--- src/rtl/alu_operand_stage_if.sv ---
// ---------------------------------------------------------------------------
// alu_operand_stage_if
//   Bundles the decode-side handshake and op fields, the MEM/WB writer
//   snoop buses, the flush strobe and the EX-side handshake/operand bus of
//   the ID->EX operand stage.
//   Modports:
//     master : the surrounding pipeline. It drives decode, snoop, flush and
//              ex_ready, and receives id_ready and the EX operand bus.
//     slave  : alu_operand_stage itself.
//   Parameters:
//     XLEN : datapath width
//     REGW : register-address width
// ---------------------------------------------------------------------------
interface alu_operand_stage_if #(
  parameter int XLEN = 32,
  parameter int REGW = 5
);
  // pipeline control
  logic                   flush;

  // decode side
  logic                   id_valid;
  logic                   id_ready;
  logic [REGW-1:0]        id_rs1_addr;
  logic [REGW-1:0]        id_rs2_addr;
  logic [REGW-1:0]        id_rd_addr;
  logic [XLEN-1:0]        id_rs1_data;
  logic [XLEN-1:0]        id_rs2_data;
  logic [XLEN-1:0]        id_pc;
  logic [XLEN-1:0]        id_imm;
  logic                   id_a_is_pc;
  logic                   id_b_is_imm;
  logic [3:0]             id_alu_op;

  // writer snoop (MEM and WB stages)
  logic                   mem_wen;
  logic [REGW-1:0]        mem_rd;
  logic [XLEN-1:0]        mem_data;
  logic                   wb_wen;
  logic [REGW-1:0]        wb_rd;
  logic [XLEN-1:0]        wb_data;

  // EX side
  logic                   ex_valid;
  logic                   ex_ready;
  logic signed [XLEN-1:0] alu_input_a;
  logic signed [XLEN-1:0] alu_input_b;
  logic [3:0]             alu_op;
  logic [REGW-1:0]        ex_rd_addr;

  modport master (
    output flush,
    output id_valid, id_rs1_addr, id_rs2_addr, id_rd_addr,
    output id_rs1_data, id_rs2_data, id_pc, id_imm,
    output id_a_is_pc, id_b_is_imm, id_alu_op,
    output mem_wen, mem_rd, mem_data, wb_wen, wb_rd, wb_data,
    output ex_ready,
    input  id_ready,
    input  ex_valid, alu_input_a, alu_input_b, alu_op, ex_rd_addr
  );

  modport slave (
    input  flush,
    input  id_valid, id_rs1_addr, id_rs2_addr, id_rd_addr,
    input  id_rs1_data, id_rs2_data, id_pc, id_imm,
    input  id_a_is_pc, id_b_is_imm, id_alu_op,
    input  mem_wen, mem_rd, mem_data, wb_wen, wb_rd, wb_data,
    input  ex_ready,
    output id_ready,
    output ex_valid, alu_input_a, alu_input_b, alu_op, ex_rd_addr
  );
endinterface

--- src/rtl/alu_operand_stage.sv ---
// ---------------------------------------------------------------------------
// alu_operand_stage
//   ID->EX operand stage in front of the ALU. Decoded ops are held in a
//   2-entry skid buffer (main = head presented to EX, skid = overflow).
//   Operand sources are selected per op (register / PC / immediate), and
//   RAW hazards are resolved by forwarding from the MEM and WB stages.
//
//   Ports:
//     clk   : clock, rising edge
//     nRst  : asynchronous active-low reset; drops every held entry
//     bus   : alu_operand_stage_if.slave
//             flush                 - kill all held entries
//             id_valid/id_ready     - decode handshake
//             id_*                  - decoded op fields and regfile reads
//             mem_*/wb_*            - writer snoop buses
//             ex_valid/ex_ready     - EX handshake
//             alu_input_a/b, alu_op, ex_rd_addr - operand bus to the ALU
//
//   Configuration macro:
//     ALU_FWD_EN - when defined, MEM/WB forwarding at the output and the
//                  WB refresh of held entries are enabled. When undefined,
//                  the mem_*/wb_* buses are ignored and operands come only
//                  from the captured regfile data (x0 still reads as 0).
// ---------------------------------------------------------------------------
module alu_operand_stage #(
  parameter int XLEN = 32,
  parameter int REGW = 5
) (
  input  logic            clk,
  input  logic            nRst,
  alu_operand_stage_if.slave bus
);

  typedef struct packed {
    logic [REGW-1:0] rs1_addr;
    logic [REGW-1:0] rs2_addr;
    logic [REGW-1:0] rd_addr;
    logic [XLEN-1:0] rs1_data;
    logic [XLEN-1:0] rs2_data;
    logic [XLEN-1:0] pc;
    logic [XLEN-1:0] imm;
    logic            a_is_pc;
    logic            b_is_imm;
    logic [3:0]      alu_op;
  } entry_t;

  typedef enum logic [1:0] {
    S_EMPTY = 2'd0,
    S_ONE   = 2'd1,
    S_TWO   = 2'd2
  } state_t;

  state_t state_reg, state_next;
  entry_t main_reg, skid_reg;
  entry_t id_entry, main_hold, skid_hold;

  logic load_main_id;
  logic load_main_skid;
  logic load_skid_id;
  logic main_valid;

  logic [XLEN-1:0] rs1_val;
  logic [XLEN-1:0] rs2_val;

`ifdef ALU_FWD_EN
  logic            mem_wen;
  logic [REGW-1:0] mem_rd;
  logic [XLEN-1:0] mem_data;
  logic            wb_wen;
  logic [REGW-1:0] wb_rd;
  logic [XLEN-1:0] wb_data;

  assign mem_wen  = bus.mem_wen;
  assign mem_rd   = bus.mem_rd;
  assign mem_data = bus.mem_data;
  assign wb_wen   = bus.wb_wen;
  assign wb_rd    = bus.wb_rd;
  assign wb_data  = bus.wb_data;

  // A writer leaving WB is about to land in the regfile; any entry that
  // captured (or is capturing) the old value must pick it up now, or the
  // update is lost once the writer has retired.
  function automatic entry_t wb_refresh(input entry_t e);
    entry_t r;
    r = e;
    if (wb_wen && (wb_rd != '0)) begin
      if (e.rs1_addr == wb_rd) r.rs1_data = wb_data;
      if (e.rs2_addr == wb_rd) r.rs2_data = wb_data;
    end
    return r;
  endfunction

  // Newest value wins: MEM is younger than WB, which is younger than the
  // stored (refreshed) copy.
  function automatic logic [XLEN-1:0] resolve(input logic [REGW-1:0] addr,
                                              input logic [XLEN-1:0] stored);
    logic [XLEN-1:0] v;
    if (addr == '0)                          v = '0;
    else if (mem_wen && (mem_rd == addr))    v = mem_data;
    else if (wb_wen && (wb_rd == addr))      v = wb_data;
    else                                     v = stored;
    return v;
  endfunction
`else
  // Snoop buses are intentionally ignored in this build.
  logic unused_snoop;
  assign unused_snoop = ^{bus.mem_wen, bus.mem_rd, bus.mem_data,
                          bus.wb_wen, bus.wb_rd, bus.wb_data};

  function automatic logic [XLEN-1:0] resolve(input logic [REGW-1:0] addr,
                                              input logic [XLEN-1:0] stored);
    logic [XLEN-1:0] v;
    if (addr == '0) v = '0;
    else            v = stored;
    return v;
  endfunction
`endif

  // ---------------------------------------------------------------------
  // Buffer FSM
  // ---------------------------------------------------------------------
  always_ff @(posedge clk or negedge nRst) begin
    if (!nRst) state_reg <= S_EMPTY;
    else       state_reg <= state_next;
  end

  always_comb begin
    state_next     = state_reg;
    load_main_id   = 1'b0;
    load_main_skid = 1'b0;
    load_skid_id   = 1'b0;
    case (state_reg)
      S_EMPTY: begin
        if (bus.id_valid) begin
          load_main_id = 1'b1;
          state_next   = S_ONE;
        end
      end
      S_ONE: begin
        if (bus.ex_ready) begin
          if (bus.id_valid) load_main_id = 1'b1;
          else              state_next   = S_EMPTY;
        end else if (bus.id_valid) begin
          load_skid_id = 1'b1;
          state_next   = S_TWO;
        end
      end
      S_TWO: begin
        // decode is back-pressured; only the drain matters here
        if (bus.ex_ready) begin
          load_main_skid = 1'b1;
          state_next     = S_ONE;
        end
      end
      default: state_next = S_EMPTY;
    endcase
    // flush beats any accept/consume in the same cycle
    if (bus.flush) begin
      state_next     = S_EMPTY;
      load_main_id   = 1'b0;
      load_main_skid = 1'b0;
      load_skid_id   = 1'b0;
    end
  end

  // ---------------------------------------------------------------------
  // Entry storage
  // ---------------------------------------------------------------------
  always_comb begin
    id_entry          = '0;
    id_entry.rs1_addr = bus.id_rs1_addr;
    id_entry.rs2_addr = bus.id_rs2_addr;
    id_entry.rd_addr  = bus.id_rd_addr;
    id_entry.rs1_data = bus.id_rs1_data;
    id_entry.rs2_data = bus.id_rs2_data;
    id_entry.pc       = bus.id_pc;
    id_entry.imm      = bus.id_imm;
    id_entry.a_is_pc  = bus.id_a_is_pc;
    id_entry.b_is_imm = bus.id_b_is_imm;
    id_entry.alu_op   = bus.id_alu_op;
    main_hold         = main_reg;
    skid_hold         = skid_reg;
`ifdef ALU_FWD_EN
    id_entry  = wb_refresh(id_entry);
    main_hold = wb_refresh(main_reg);
    skid_hold = wb_refresh(skid_reg);
`endif
  end

  // Validity lives in the FSM state; payloads of invalid entries are don't
  // care, so they are simply left to refresh alongside the live ones.
  always_ff @(posedge clk or negedge nRst) begin
    if (!nRst) begin
      main_reg <= '0;
      skid_reg <= '0;
    end else begin
      if (load_main_id)        main_reg <= id_entry;
      else if (load_main_skid) main_reg <= skid_hold;
      else                     main_reg <= main_hold;

      if (load_skid_id) skid_reg <= id_entry;
      else              skid_reg <= skid_hold;
    end
  end

  // ---------------------------------------------------------------------
  // Handshake and operand outputs
  // ---------------------------------------------------------------------
  assign main_valid   = (state_reg != S_EMPTY);
  assign bus.id_ready = (state_reg != S_TWO);
  assign bus.ex_valid = main_valid;

  always_comb begin
    rs1_val = resolve(main_reg.rs1_addr, main_reg.rs1_data);
    rs2_val = resolve(main_reg.rs2_addr, main_reg.rs2_data);
  end

  // Outputs are zeroed while nothing is held so the ALU sees a clean bus
  // after reset or flush.
  assign bus.alu_input_a = !main_valid        ? '0 :
                           main_reg.a_is_pc   ? main_reg.pc  : rs1_val;
  assign bus.alu_input_b = !main_valid        ? '0 :
                           main_reg.b_is_imm  ? main_reg.imm : rs2_val;
  assign bus.alu_op      = main_valid ? main_reg.alu_op  : 4'd0;
  assign bus.ex_rd_addr  = main_valid ? main_reg.rd_addr : '0;

endmodule

--- src/flat_wrapper.sv ---
// flat-port wrapper written by rule: the top's interface ports become plain ports
module alu_operand_stage_flat 
#(
  parameter int XLEN = 32,
  parameter int REGW = 5
)
  (clk, nRst, bus_flush, bus_id_valid, bus_id_rs1_addr, bus_id_rs2_addr, bus_id_rd_addr, bus_id_rs1_data, bus_id_rs2_data, bus_id_pc, bus_id_imm, bus_id_a_is_pc, bus_id_b_is_imm, bus_id_alu_op, bus_mem_wen, bus_mem_rd, bus_mem_data, bus_wb_wen, bus_wb_rd, bus_wb_data, bus_ex_ready, bus_id_ready, bus_ex_valid, bus_alu_input_a, bus_alu_input_b, bus_alu_op, bus_ex_rd_addr);
  alu_operand_stage_if #(.XLEN(XLEN), .REGW(REGW)) bus_i ();
  input  logic clk;
  input  logic nRst;
  input wire logic [$bits(bus_i.flush)-1:0] bus_flush;
  input wire logic [$bits(bus_i.id_valid)-1:0] bus_id_valid;
  input wire logic [$bits(bus_i.id_rs1_addr)-1:0] bus_id_rs1_addr;
  input wire logic [$bits(bus_i.id_rs2_addr)-1:0] bus_id_rs2_addr;
  input wire logic [$bits(bus_i.id_rd_addr)-1:0] bus_id_rd_addr;
  input wire logic [$bits(bus_i.id_rs1_data)-1:0] bus_id_rs1_data;
  input wire logic [$bits(bus_i.id_rs2_data)-1:0] bus_id_rs2_data;
  input wire logic [$bits(bus_i.id_pc)-1:0] bus_id_pc;
  input wire logic [$bits(bus_i.id_imm)-1:0] bus_id_imm;
  input wire logic [$bits(bus_i.id_a_is_pc)-1:0] bus_id_a_is_pc;
  input wire logic [$bits(bus_i.id_b_is_imm)-1:0] bus_id_b_is_imm;
  input wire logic [$bits(bus_i.id_alu_op)-1:0] bus_id_alu_op;
  input wire logic [$bits(bus_i.mem_wen)-1:0] bus_mem_wen;
  input wire logic [$bits(bus_i.mem_rd)-1:0] bus_mem_rd;
  input wire logic [$bits(bus_i.mem_data)-1:0] bus_mem_data;
  input wire logic [$bits(bus_i.wb_wen)-1:0] bus_wb_wen;
  input wire logic [$bits(bus_i.wb_rd)-1:0] bus_wb_rd;
  input wire logic [$bits(bus_i.wb_data)-1:0] bus_wb_data;
  input wire logic [$bits(bus_i.ex_ready)-1:0] bus_ex_ready;
  output wire logic [$bits(bus_i.id_ready)-1:0] bus_id_ready;
  output wire logic [$bits(bus_i.ex_valid)-1:0] bus_ex_valid;
  output wire logic [$bits(bus_i.alu_input_a)-1:0] bus_alu_input_a;
  output wire logic [$bits(bus_i.alu_input_b)-1:0] bus_alu_input_b;
  output wire logic [$bits(bus_i.alu_op)-1:0] bus_alu_op;
  output wire logic [$bits(bus_i.ex_rd_addr)-1:0] bus_ex_rd_addr;
  assign bus_i.flush = bus_flush;
  assign bus_i.id_valid = bus_id_valid;
  assign bus_i.id_rs1_addr = bus_id_rs1_addr;
  assign bus_i.id_rs2_addr = bus_id_rs2_addr;
  assign bus_i.id_rd_addr = bus_id_rd_addr;
  assign bus_i.id_rs1_data = bus_id_rs1_data;
  assign bus_i.id_rs2_data = bus_id_rs2_data;
  assign bus_i.id_pc = bus_id_pc;
  assign bus_i.id_imm = bus_id_imm;
  assign bus_i.id_a_is_pc = bus_id_a_is_pc;
  assign bus_i.id_b_is_imm = bus_id_b_is_imm;
  assign bus_i.id_alu_op = bus_id_alu_op;
  assign bus_i.mem_wen = bus_mem_wen;
  assign bus_i.mem_rd = bus_mem_rd;
  assign bus_i.mem_data = bus_mem_data;
  assign bus_i.wb_wen = bus_wb_wen;
  assign bus_i.wb_rd = bus_wb_rd;
  assign bus_i.wb_data = bus_wb_data;
  assign bus_i.ex_ready = bus_ex_ready;
  assign bus_id_ready = bus_i.id_ready;
  assign bus_ex_valid = bus_i.ex_valid;
  assign bus_alu_input_a = bus_i.alu_input_a;
  assign bus_alu_input_b = bus_i.alu_input_b;
  assign bus_alu_op = bus_i.alu_op;
  assign bus_ex_rd_addr = bus_i.ex_rd_addr;
  alu_operand_stage #(.XLEN(XLEN), .REGW(REGW)) u_core (.clk(clk), .nRst(nRst), .bus(bus_i));
endmodule
--- config.mk ---
export PLATFORM = sky130hd
export DESIGN_NAME = alu_operand_stage_flat
export DESIGN_NICKNAME = d
export VERILOG_FILES = /design/src/rtl/alu_operand_stage_if.sv /design/src/rtl/alu_operand_stage.sv /design/src/flat_wrapper.sv
export SDC_FILE = /design/constraint.sdc
export NUM_CORES = 1
export LEC_CHECK = 0
export BUFFER_PORTS_ARGS = -buffer_cell sky130_fd_sc_hd__buf_2
export CORE_MARGIN = 2
export CORE_UTILIZATION = 55
export DETAILED_ROUTE_END_ITERATION = 6
export PLACE_DENSITY = 0.78
export SETUP_SLACK_MARGIN = 0.4
export SLEW_MARGIN = 10
export SYNTH_ARGS = -nofsm -noshare
export SYNTH_HDL_FRONTEND = slang
export SYNTH_SLANG_ARGS = --single-unit
--- constraint.sdc ---
create_clock -name clk -period 2.3 [get_ports clk]
set_clock_uncertainty 0.2 [all_clocks]
set_input_delay 0.575 -clock clk [delete_from_list [all_inputs] [get_ports clk]]
set_output_delay 0.575 -clock clk [all_outputs]
set_load 0.02 [all_outputs]
## After elaboration in Yosys (flattened, before gate mapping)

Cells that the tools add are included.

| cells by class | value |
|---|---|
| reduce and logical (&&, ||, !) cells | 6 |
| shifts and indexed selects | 0 |
| divide/modulo/power cells | 0 |
| multiply operators | 0 |
| muxes and demuxes | 27 |
| $add $sub $neg | 0 |
| equal/unequal tests | 7 |
| bitwise logic cells | 0 |
| $lt $le $gt $ge | 0 |

Operator list:

| kind | number |
|---|---|
| $mux 149 | 2 |
| $mux 32 | 6 |
| $mux 2 | 6 |
| $logic_not 5->1 | 2 |
| $mux 1 | 9 |
| $ne 4x4->1 const B | 2 |
| $ne 3x3->1 const B | 2 |
| $pmux 2 s3 | 1 |
| $mux 5 | 1 |
| $mux 4 | 1 |
| $reduce_and 4->1 | 1 |
| $reduce_bool 2->1 | 2 |
| $eq 2x1->1 const B | 1 |
| $eq 2x2->1 const B | 1 |
| $logic_not 2->1 | 1 |
| $ne 2x2->1 const B | 1 |
| $pmux 1 s2 | 1 |

| word-level totals | value |
|---|---|
| memory bits (read-only) | 0 |
| memory bits (writable) | 0 |
| flip-flop bits (word level) | 300 |
| output and inout bits | 75 |
| latch bits | 0 |
| memories | 0 |
| logic and storage cells | 61 |

## Depth between registers and ports, before layout

Gate-level depths: netlist of run 1.

| logic depth | value |
|---|---|
| depth in word-level cells | 5 |
| gate-level depth with buffers | 6 |
| depth with buffers taken out | 4 |

## Worst setup path before layout of run 1

No wires, ideal clock.

| timing | value |
|---|---|
| path type | register to output |
| start point | reg u_core.main_reg (netlist bit u_core.main_hold[5]) |
| end point | out bus_alu_input_a[10] |
| cell stages (with the launch flop) | 6 |
| buffers on the path | 2 |
| data arrival time | 1426 ps |
| data required time | 1525 ps |
| setup slack | 99 ps |
| cell sequence | dfrtp_1 > clkbuf_1 > a21oi_1 > clkbuf_1 > a22oi_1 > nor2_1 |

| on the way | value |
|---|---|
| cells in the longest elaborated chain, start to end | 2 |

RTL lines:

| element | line | RTL |
|---|---|---|
| start: declaration | alu_operand_stage.sv:54 | `entry_t main_reg, skid_reg;` |
| start signal: assignment | alu_operand_stage.sv:197 | `if (load_main_id) main_reg <= id_entry;` |
| start signal: assignment | alu_operand_stage.sv:198 | `else if (load_main_skid) main_reg <= skid_hold;` |
| start signal: assignment | alu_operand_stage.sv:199 | `else main_reg <= main_hold;` |
| $mux 32 | alu_operand_stage.sv:221 | `main_reg.a_is_pc ? main_reg.pc : rs1_val;` |
| $mux 32 | alu_operand_stage.sv:220 | `assign bus.alu_input_a = !main_valid ? '0 :` |
| end: declaration | flat_wrapper.sv:32 | `output wire logic [$bits(bus_i.alu_input_a)-1:0] bus_alu_input_a;` |

Every way passes these cells.

## Final worst setup path of run 1

| timing | value |
|---|---|
| start point | reg u_core.main_reg (netlist bit u_core.main_hold[143]) |
| end point | out bus_alu_input_b[27] |

| on the way | value |
|---|---|
| cells in the longest elaborated chain, start to end | 4 |

RTL lines:

| element | line | RTL |
|---|---|---|
| $logic_not 5->1 | alu_operand_stage.sv:113 | `if (addr == '0) v = '0;` |
| $mux 32 | alu_operand_stage.sv:113 |  |
| $mux 32 | alu_operand_stage.sv:223 | `main_reg.b_is_imm ? main_reg.imm : rs2_val;` |
| $mux 32 | alu_operand_stage.sv:222 | `assign bus.alu_input_b = !main_valid ? '0 :` |
| end: declaration | flat_wrapper.sv:33 | `output wire logic [$bits(bus_i.alu_input_b)-1:0] bus_alu_input_b;` |

Every way passes these cells.

==> results.py, run 1 <==
metrics = {
    "outcome": {
        "status": "complete, but fails checks",
        "violations": "negative setup slack",
    },
    "placement": {
        "gp_congestion": 0.7598,
        "hpwl_mm": 22.64,
        "numPortBuffers": 228,
        "pre_cts_ws_ns": -0.01787,
    },
    "timing": {
        "setup_tns_ns": -41.00,
        "finalCriticalPeriod_ns": 2.888,
        "finalCritPeriodShare_pct": 125.6,
        "drv_slew": 0,
        "finalSetupViolCount": 218,
        "max_freq_mhz": 346.2,
        "relSlewSlack_pct": 64.95,
        "tightest_slew_ns": 0.5252,
        "hold_viol_final": 0,
        "fin_ws_ns": -0.5884,
        "rsz0062_at_grt": "yes",
    },
    "die": {
        "core_area_sq_um": 25330,
        "die_w_um": 165.0,
        "io_pins": 305,
        "die-area_sq_um": 27220,
        "start_util_pct": 56.27,
        "die_y_um": 165.0,
        "num_rows": 58,
    },
    "synthesis": {
        "yosysSeqAreaShare_pct": 52.68,
        "syn_nets": 1211,
        "synth_most_common_cell": "mux2_2",
        "ys.warnings.count": 0,
        "synth-seq-cells": 300,
        "synth.area.top_cells": "dfrtp_1 53%, mux2_2 24%, mux2_4 9.5%",
        "synth_cell_type_count": 28,
        "synthCells": 981,
        "syn_area_sq_um": 14250,
        "async_reset_ff_share_pct": 100.0,
        "syn-mean-instance-area_sq_um": 14.53,
        "synth_commonest_cells": "308 x mux2_2, 300 x dfrtp_1, 90 x mux2_4, 66 x nor2_1, 64 x a22oi_1",
        "ys.flop_type": "dfrtp_1",
        "synth-edff-count": 0,
        "yosysTopAreaCellShare_pct": 52.68,
        "yosysTopAreaCell": "dfrtp_1",
    },
    "cells_and_area": {
        "syn2layout_area_growth_pct": 50.89,
        "nets": 1574,
        "fill_cells": 1112,
        "drive_gt1_share_pct": 75.53,
        "utilization_pct": 84.90,
    },
    "clocking": {
        "max-clock-path-buffers": 3,
        "cts_tree": "yes",
        "htree_levels": 2,
        "root_buffer": "clkbuf_16",
        "cts_sinks": 300,
        "cts_buffers": 34,
        "clk_pin_slew_ns": 0.06,
        "insertion_delay_ns": 0.51,
    },
    "global_route": {
        "grt_max_degree": 54,
        "grt_first_pass_wirelength_mm": 60.21,
        "grt_pass1_vias": 10604,
        "antenna_found_initial": 2,
        "overflow": 0,
        "track_usage_pct": 29.06,
    },
    "hold_path": {
        "hp-class": "in -> reg",
    },
    "route": {
        "drt_drc_violations_left": 0,
        "drt-initial-drc-count": 621,
        "ant_nets": 0,
        "vias": 9984,
        "routed_wl_mm": 44.50,
        "via_per_inst": 5.883,
        "post_drt_wl_per_cell_um": 26.22,
        "dr.pass1.iters": 5,
    },
    "critical_path": {
        "critPathLaunchType": "register",
        "crit_buf_inv": 2,
        "crit_fanout": 8,
        "crit_family": "flip-flops",
        "arrival_ns": 2.11,
        "worstSetupEndpointType": "output port",
        "path_class": "reg -> out",
        "worst_path_largest_cell_delay_ns": 0.42,
        "cp_cell_sequence": "nor4_4, a21oi_4, clkbuf_16, a22oi_2, nor2_2, buf_6",
        "cp.required_ns": 1.52,
        "crit_slowest_cell": "dfrtp_1",
    },
    "power_and_ir_drop": {
        "peakVddDrop_mv": 0.9311,
        "pwr_density_cell_nw_per_um2": 998.3,
        "leakage_nw": 10.16,
    },
    "flow_run": {
        "cap_violations": 0,
    },
}
## path summary, 6_finish.rpt
path	end	from	slack [ns]	depth (start not counted)
min reg2reg	u_core.skid_hold[54]	u_core.skid_hold[54]	0.30	1
max reg2reg	u_core.main_hold[9]	u_core.state_reg[1]	-0.13	11
max in group asynchronous	u_core.skid_hold[115]	nRst	0.86	3
min in group asynchronous	u_core.skid_hold[124]	nRst	0.38	2
min	u_core.skid_hold[54]	bus_id_pc[16]	0.10	2
max	bus_alu_input_b[27]	u_core.main_hold[143]	-0.59	6
## per-stage QoR
step / total power, mW / std cells / hold slack (ns) / area [sq um]
detailed placement: 14.10 / 1543 / 0.2730 / 17560
global route: 22.20 / 1696 / 0.09759 / 21500
global placement: 13.82 / 1543 / 0.2609 / 17560
finish: 21.47 / 1697 / 0.1003 / 21500
CTS: 20.49 / 1654 / 0.08476 / 20320
floorplan: 12.45 / 981 / 0.07941 / 15660
## power by group
part           switching [mW]  leakage [nW]  internal (mW)
clock                    2.19         0.562           3.30
sequential               1.33          3.66           6.96
combinational            2.99          5.93           4.69
## cell usage in the layout (no fill, tap or decap), types with 3 or more instances in the layout
cell,Yosys,final
mux2i_1,7,5
buf_8,0,16
nor2_1,66,3
and2_1,9,9
clkbuf_1,22,3
a22oi_2,0,64
dfrtp_2,0,3
nor2_2,0,62
clkbuf_16,0,52
mux2_4,90,382
buf_6,11,71
buf_16,0,28
clkbuf_8,0,9
inv_1,3,3
dfrtp_1,300,297
a21oi_4,0,3
buf_12,0,57
buf_2,9,178
clkinv_2,0,6
buf_4,28,31
mux2_2,308,53
## worst reg2reg max path: cells and delay by family (launching register included)
| kind | cells | cell delay, ns |
|---|---|---|
| compound gates | 1 | 0.20 |
| buf+inv | 7 | 0.92 |
| flops | 1 | 0.43 |
| mux | 1 | 0.31 |
| simple gates | 2 | 0.21 |
## repair_timing
item                                    in CTS  in global routing
hold buffers                                 1                  0
hold endpoints to repair                    34                  0
buffers inserted                            29                 28
cloned                                      24                 13
resized for setup                          161                172
pin swaps                                    8                 11
endpoints found under the setup margin     363                373
## area by class of cell
type / count / area [sq um] / share of cell area, %
antenna: 2 / 5.005 / 0.02327
clock buffer: 49 / 1061 / 4.934
clock inverter: 8 / 67.56 / 0.3142
inverter: 3 / 11.26 / 0.05237
multi-input combinational: 608 / 7974 / 37.08
sequential: 300 / 7511 / 34.93
tap: 330 / 412.9 / 1.920
timing repair buffer: 397 / 4461 / 20.74
## metal layers
layer,vias up,global-route usage [%],wire length (um)
li1,4292,-,-
met1,5244,37.81,18300
met2,353,50.25,22880
met3,93,4.721,2069
met4,2,8.656,1233
met5,-,0,13
## cells by family (layout without fill, tap and decap cells)
logic type             Yosys count  after routing  synth area share (%)
other                            0              2                     0
buffers and inverters           73            457                 3.319
flip-flops                     300            300                 52.68
AO/OA/AOI/OAI                   74             74                 3.784
multiplexers                   444            444                 37.39
AND/OR/NAND/NOR                 90             90                 2.827
No activity file was read; power rests on OpenSTA's default activity.
==> inputs of run 2 (changes only) <==
--- a/config.mk
+++ b/config.mk
@@ -12,3 +12,3 @@
 export PLACE_DENSITY = 0.78
-export SETUP_SLACK_MARGIN = 0.4
+export SKIP_CTS_REPAIR_TIMING = 1
 export SLEW_MARGIN = 10
--- a/constraint.sdc
+++ b/constraint.sdc
@@ -4,2 +4,2 @@
 set_output_delay 0.575 -clock clk [all_outputs]
-set_load 0.02 [all_outputs]
+set_load 0.01 [all_outputs]
==> run 2 against run 1 <==
The run still ends with negative setup slack left. Register-to-register slack better by 0.29 ns. Via count is 10% lower. Sequential power is 3.7% lower. Hold slack worse by 0.048 ns. Core utilization is 15 points lower. Die area stayed put. Flip-flop and latch count stayed put. Setup slack better by 0.068 ns.
==> results.py, run 2 (same netlist as run 1, synthesis figures left out) <==
metrics = {
    "outcome": {
        "status": "complete, but fails checks",
        "violations": "negative setup slack",
    },
    "hold_path": {
        "hold_end": "u_core.skid_hold[68]",
        "hold_path_startpoint": "bus_id_pc[30]",
        "hp-class": "in -> reg",
        "hold_depth": 2,
    },
    "global_route": {
        "grt_pass1_vias": 9346,
        "grt_max_degree": 60,
        "overflow": 0,
        "grt_first_pass_wirelength_mm": 48.69,
        "track_usage_pct": 22.54,
        "antenna_found_initial": 6,
    },
    "critical_path": {
        "r2r-end": "u_core.main_hold[80]",
        "path_class": "reg -> out",
        "r2r_cells": 7,
        "reg2reg_from": "u_core.state_reg[1]",
        "crit_fanout": 21,
        "cp.required_ns": 1.52,
        "worstSetupEndpointType": "output port",
        "arrival_ns": 2.05,
        "r2r_slack_ns": 0.16,
        "critPathLaunchType": "register",
    },
    "route": {
        "ant_nets": 0,
        "dr.pass1.iters": 4,
        "routed_wl_mm": 31.53,
        "drt-initial-drc-count": 382,
        "vias": 8963,
        "drt_drc_violations_left": 0,
        "post_drt_wl_per_cell_um": 19.73,
        "via_per_inst": 5.609,
    },
    "cells_and_area": {
        "nets": 1467,
        "final_cell_mix": "308 x mux2_2, 298 x dfrtp_1, 218 x buf_2",
        "fill_cells": 1696,
        "utilization_pct": 70.33,
        "syn2layout_area_growth_pct": 24.99,
        "fin_cells": 1598,
        "drive_gt1_share_pct": 64.74,
        "layout_commonest_cell": "mux2_2",
    },
    "clocking": {
        "root_buffer": "clkbuf_16",
        "cts_sinks": 300,
        "insertion_delay_ns": 0.55,
        "cts_buffers": 31,
        "htree_levels": 1,
        "clk_pin_slew_ns": 0.06,
        "max-clock-path-buffers": 3,
        "cts_tree": "yes",
    },
    "timing": {
        "max_freq_mhz": 354.5,
        "tightest_slew_ns": 0.5349,
        "drv_slew": 0,
        "finalCritPeriodShare_pct": 122.6,
        "relSlewSlack_pct": 64.34,
        "finalCriticalPeriod_ns": 2.821,
        "fin_ws_ns": -0.5208,
        "finalSetupViolCount": 74,
        "hold_viol_final": 0,
        "rsz0062_at_grt": "yes",
    },
    "die": {
        "die_w_um": 165.0,
        "core_area_sq_um": 25330,
        "io_pins": 305,
        "die-area_sq_um": 27220,
        "num_rows": 58,
        "die_y_um": 165.0,
        "start_util_pct": 56.27,
    },
    "placement": {
        "numPortBuffers": 228,
        "dp.cells": 1521,
        "gp_congestion": 0.7598,
        "hpwl_mm": 20.35,
    },
    "flow_run": {
        "cap_violations": 0,
    },
    "power_and_ir_drop": {
        "peakVddDrop_mv": 0.7430,
        "p_total_mw": 18.30,
        "leakage_nw": 8.247,
        "pwr_density_cell_nw_per_um2": 1028,
    },
}
-- run 2: cell count changes in the layout (fill, tap and decap cells not counted), moves of 10 or more --
| cell | change |
|---|---|
| mux2_2 | +255 |
| a22oi_1 | +10 |
| buf_12 | -25 |
| buf_8 | -14 |
| clkbuf_16 | -19 |
| nor2_2 | -57 |
| buf_16 | -28 |
| nor2_1 | +57 |
| a22oi_2 | -10 |
| mux2_1 | +37 |
| buf_6 | -60 |
| mux2_4 | -292 |
| buf_2 | +40 |
-- run 2: layout make-up --
| type | count | area [sq um] | area share (%) |
|---|---|---|---|
| flip-flops and latches | 300 | 7510 | 42.16 |
| multi-input cells | 608 | 6670 | 37.45 |
| repair buffers | 292 | 2141 | 12.02 |
| clock buffers | 53 | 958.4 | 5.381 |
| well taps | 330 | 412.9 | 2.318 |
| clock inverters | 5 | 82.58 | 0.4636 |
| inverters | 3 | 15.01 | 0.08429 |
| diodes | 6 | 15.01 | 0.08429 |
| repair inverters | 1 | 7.507 | 0.04215 |
-- run 2: layer usage --
layer | vias to the layer above | part of all wire, % | GRT usage (%)
li1 | 4066 | - | -
met1 | 4627 | 44 | 30.39
met2 | 216 | 50 | 38.36
met3 | 52 | 4.2 | 3.164
met4 | 2 | 2.0 | 6.245
met5 | - | 0.041 | 0
-- run 2: worst max-delay path by stage --
| stage | end | startpoint | cells past startpoint | slack [ns] |
|---|---|---|---|---|
| floorplan | bus_alu_input_a[10] | u_core.main_hold[5] | 5 | 0.22 |
| global placement | bus_alu_input_b[12] | u_core.main_hold[139] | 7 | -0.16 |
| detailed placement | u_core.main_hold[0] | bus_id_valid | 7 | -0.15 |
| CTS | bus_alu_input_b[12] | u_core.main_hold[139] | 7 | -0.77 |
| global route | bus_alu_input_b[30] | u_core.main_hold[143] | 7 | -0.65 |
| finish | bus_alu_input_b[25] | u_core.main_hold[143] | 7 | -0.52 |
-- run 2: critical path, stage by stage (launching register included) --
cell and delay (ns):
dfrtp_1 0.40, nor4_4 0.30, buf_4 0.16, a21oi_4 0.07, buf_12 0.17, a22oi_1 0.15
nor2_1 0.07, buf_2 0.15
-- run 2: metrics by stage --
stage / hold slack [ns] / setup TNS (ns) / worst slack, ns / area (sq um)
2_1_floorplan: 0.07941 / 0 / 0.2215 / 14250
3_3_place_gp: 0.2613 / -19.75 / -0.1591 / 16190
3_5_place_dp: 0.2705 / -20.63 / -0.1514 / 16190
4_1_cts: -0.3150 / -43.93 / -0.7697 / 17230
5_1_grt: 0.04460 / -40.61 / -0.6483 / 17810
6_report: 0.05208 / -32.91 / -0.5208 / 17810
-- run 2: power breakdown --
| part | internal, mW | leakage [nW] | switching, mW |
|---|---|---|---|
| Sequential | 6.95 | 3.66 | 1.03 |
| Clock | 3.04 | 0.509 | 2.06 |
| Combinational | 3.12 | 4.08 | 2.11 |
| Total | 13.1 | 8.25 | 5.20 |
==> inputs of run 3 (changes only) <==
SETUP_SLACK_MARGIN = 0.02   (was not set)
==> run 3 against run 2 <==
The flow still finishes with violations (negative setup slack). Flip-flop and latch count did not move. Clock power about the same. Die area unchanged. Cell area barely moved. Total power about the same. Critical endpoint is now bus_alu_input_b[13].
==> results.py, run 3 (same netlist as run 1, synthesis figures left out) <==
metrics = {
    "timing": {
        "max_freq_mhz": 354.6,
        "finalSetupViolCount": 74,
        "relSlewSlack_pct": 64.15,
        "drv_slew": 0,
        "fin_ws_ns": -0.5203,
        "rsz0062_at_grt": "yes",
        "whs_ns": 0.05206,
        "tightest_slew_ns": 0.5377,
        "finalCritPeriodShare_pct": 122.6,
        "hold_viol_final": 0,
        "finalCriticalPeriod_ns": 2.820,
    },
    "die": {
        "io_pins": 305,
        "num_rows": 58,
        "core_area_sq_um": 25330,
        "die_y_um": 165.0,
        "die-area_sq_um": 27220,
        "die_w_um": 165.0,
        "start_util_pct": 56.27,
    },
    "cells_and_area": {
        "final_cell_mix": "308 x mux2_2, 298 x dfrtp_1, 217 x buf_2",
        "utilization_pct": 70.34,
        "drive_gt1_share_pct": 64.74,
        "layout_commonest_cell": "mux2_2",
        "fin_area_sq_um": 17810,
        "syn2layout_area_growth_pct": 25.00,
        "fin_cells": 1598,
        "fill_cells": 1695,
        "nets": 1467,
    },
    "power_and_ir_drop": {
        "leakage_nw": 8.249,
        "peakVddDrop_mv": 0.7430,
        "pwr_density_cell_nw_per_um2": 1028,
    },
    "placement": {
        "gp_congestion": 0.7598,
        "dp.cells": 1521,
        "placed_area_sq_um": 16190,
        "numPortBuffers": 228,
        "hpwl_mm": 20.35,
    },
    "outcome": {
        "violations": "negative setup slack",
        "status": "complete, but fails checks",
    },
    "critical_path": {
        "cp.required_ns": 1.52,
        "cp_cell_sequence": "nor4_4, buf_4, a21oi_4, buf_12, a22oi_1, nor2_1, buf_2",
        "worstSetupEndpointType": "output port",
        "crit_slowest_cell": "dfrtp_1",
        "worst_path_largest_cell_delay_ns": 0.40,
        "r2r-end": "u_core.main_hold[80]",
        "arrival_ns": 2.05,
        "r2r_cells": 7,
        "reg2reg_from": "u_core.state_reg[1]",
        "r2r_slack_ns": 0.16,
        "path_class": "reg -> out",
        "crit_fanout": 21,
        "critPathLaunchType": "register",
    },
    "global_route": {
        "overflow": 0,
        "grt_pass1_vias": 9346,
        "track_usage_pct": 22.54,
        "grt_max_degree": 60,
        "grt_first_pass_wirelength_mm": 48.69,
        "antenna_found_initial": 6,
    },
    "route": {
        "post_drt_wl_per_cell_um": 19.70,
        "drt_drc_violations_left": 0,
        "vias": 8946,
        "drt-initial-drc-count": 385,
        "routed_wl_mm": 31.49,
        "via_per_inst": 5.598,
        "dr.pass1.iters": 4,
        "ant_nets": 0,
    },
    "clocking": {
        "root_buffer": "clkbuf_16",
        "htree_levels": 1,
        "cts_sinks": 300,
        "cts_buffers": 31,
        "cts_tree": "yes",
        "max-clock-path-buffers": 3,
        "clk_pin_slew_ns": 0.06,
        "insertion_delay_ns": 0.55,
    },
    "hold_path": {
        "hold_end": "u_core.skid_hold[68]",
        "hold_path_startpoint": "bus_id_pc[30]",
        "hold_depth": 2,
        "hp-class": "in -> reg",
    },
    "flow_run": {
        "cap_violations": 0,
    },
}
[run 3: cell types whose count changed in the layout (fill, tap and decap cells not counted)]
cell | previous run | this run
buf_2 | 218 | 217
buf_4 | 26 | 27
[run 3: layout make-up]
class / count / area [sq um] / area share, %
diodes: 6 / 15.01 / 0.08428
clock buffers: 53 / 958.4 / 5.380
clock inverters: 5 / 82.58 / 0.4635
inverters: 3 / 15.01 / 0.08428
multi-input cells: 608 / 6670 / 37.44
flip-flops and latches: 300 / 7510 / 42.15
well taps: 330 / 412.9 / 2.318
repair buffers: 292 / 2143 / 12.03
repair inverters: 1 / 7.507 / 0.04214
[run 3: how the worst max path moves through the flow]
stage	from	endpoint	slack, ns	cells past startpoint
final	u_core.main_hold[143]	bus_alu_input_b[13]	-0.52	7
after global routing	u_core.main_hold[143]	bus_alu_input_b[30]	-0.65	7
after CTS	u_core.main_hold[139]	bus_alu_input_b[12]	-0.77	7
after detailed placement	bus_id_valid	u_core.main_hold[0]	-0.15	7
after global placement	u_core.main_hold[139]	bus_alu_input_b[12]	-0.16	7
after floorplan	u_core.main_hold[5]	bus_alu_input_a[10]	0.22	5
[run 3: metal layers]
layer	share of wire, %	vias to the layer above	track usage, %
li1	-	4062	-
met1	43	4619	30.39
met2	50	211	38.36
met3	4.5	52	3.164
met4	2.0	2	6.245
met5	0.041	-	0
[run 3: metrics by stage]
stage,TNS (ns),setup WS [ns],total power [mW]
3_3_place_gp,-19.75,-0.1591,12.30
6_report,-32.85,-0.5203,18.31
5_1_grt,-40.62,-0.6483,19.23
2_1_floorplan,0,0.2215,10.97
4_1_cts,-43.93,-0.7697,17.72
3_5_place_dp,-20.63,-0.1514,12.56
[run 3: where the power goes]
group / leakage (nW) / internal [mW] / switching [mW]
Sequential: 3.66 / 6.95 / 1.03
Clock: 0.509 / 3.04 / 2.06
Combinational: 4.08 / 3.12 / 2.11
Total: 8.25 / 13.1 / 5.20
[run 3: critical path: cells and delay by family (launching register included)]
kind / cells / cell delay (ns)
buffers and inverters: 3 / 0.48
flip-flops: 1 / 0.40
AND/OR/NAND/NOR: 2 / 0.37
AO/OA/AOI/OAI: 2 / 0.23
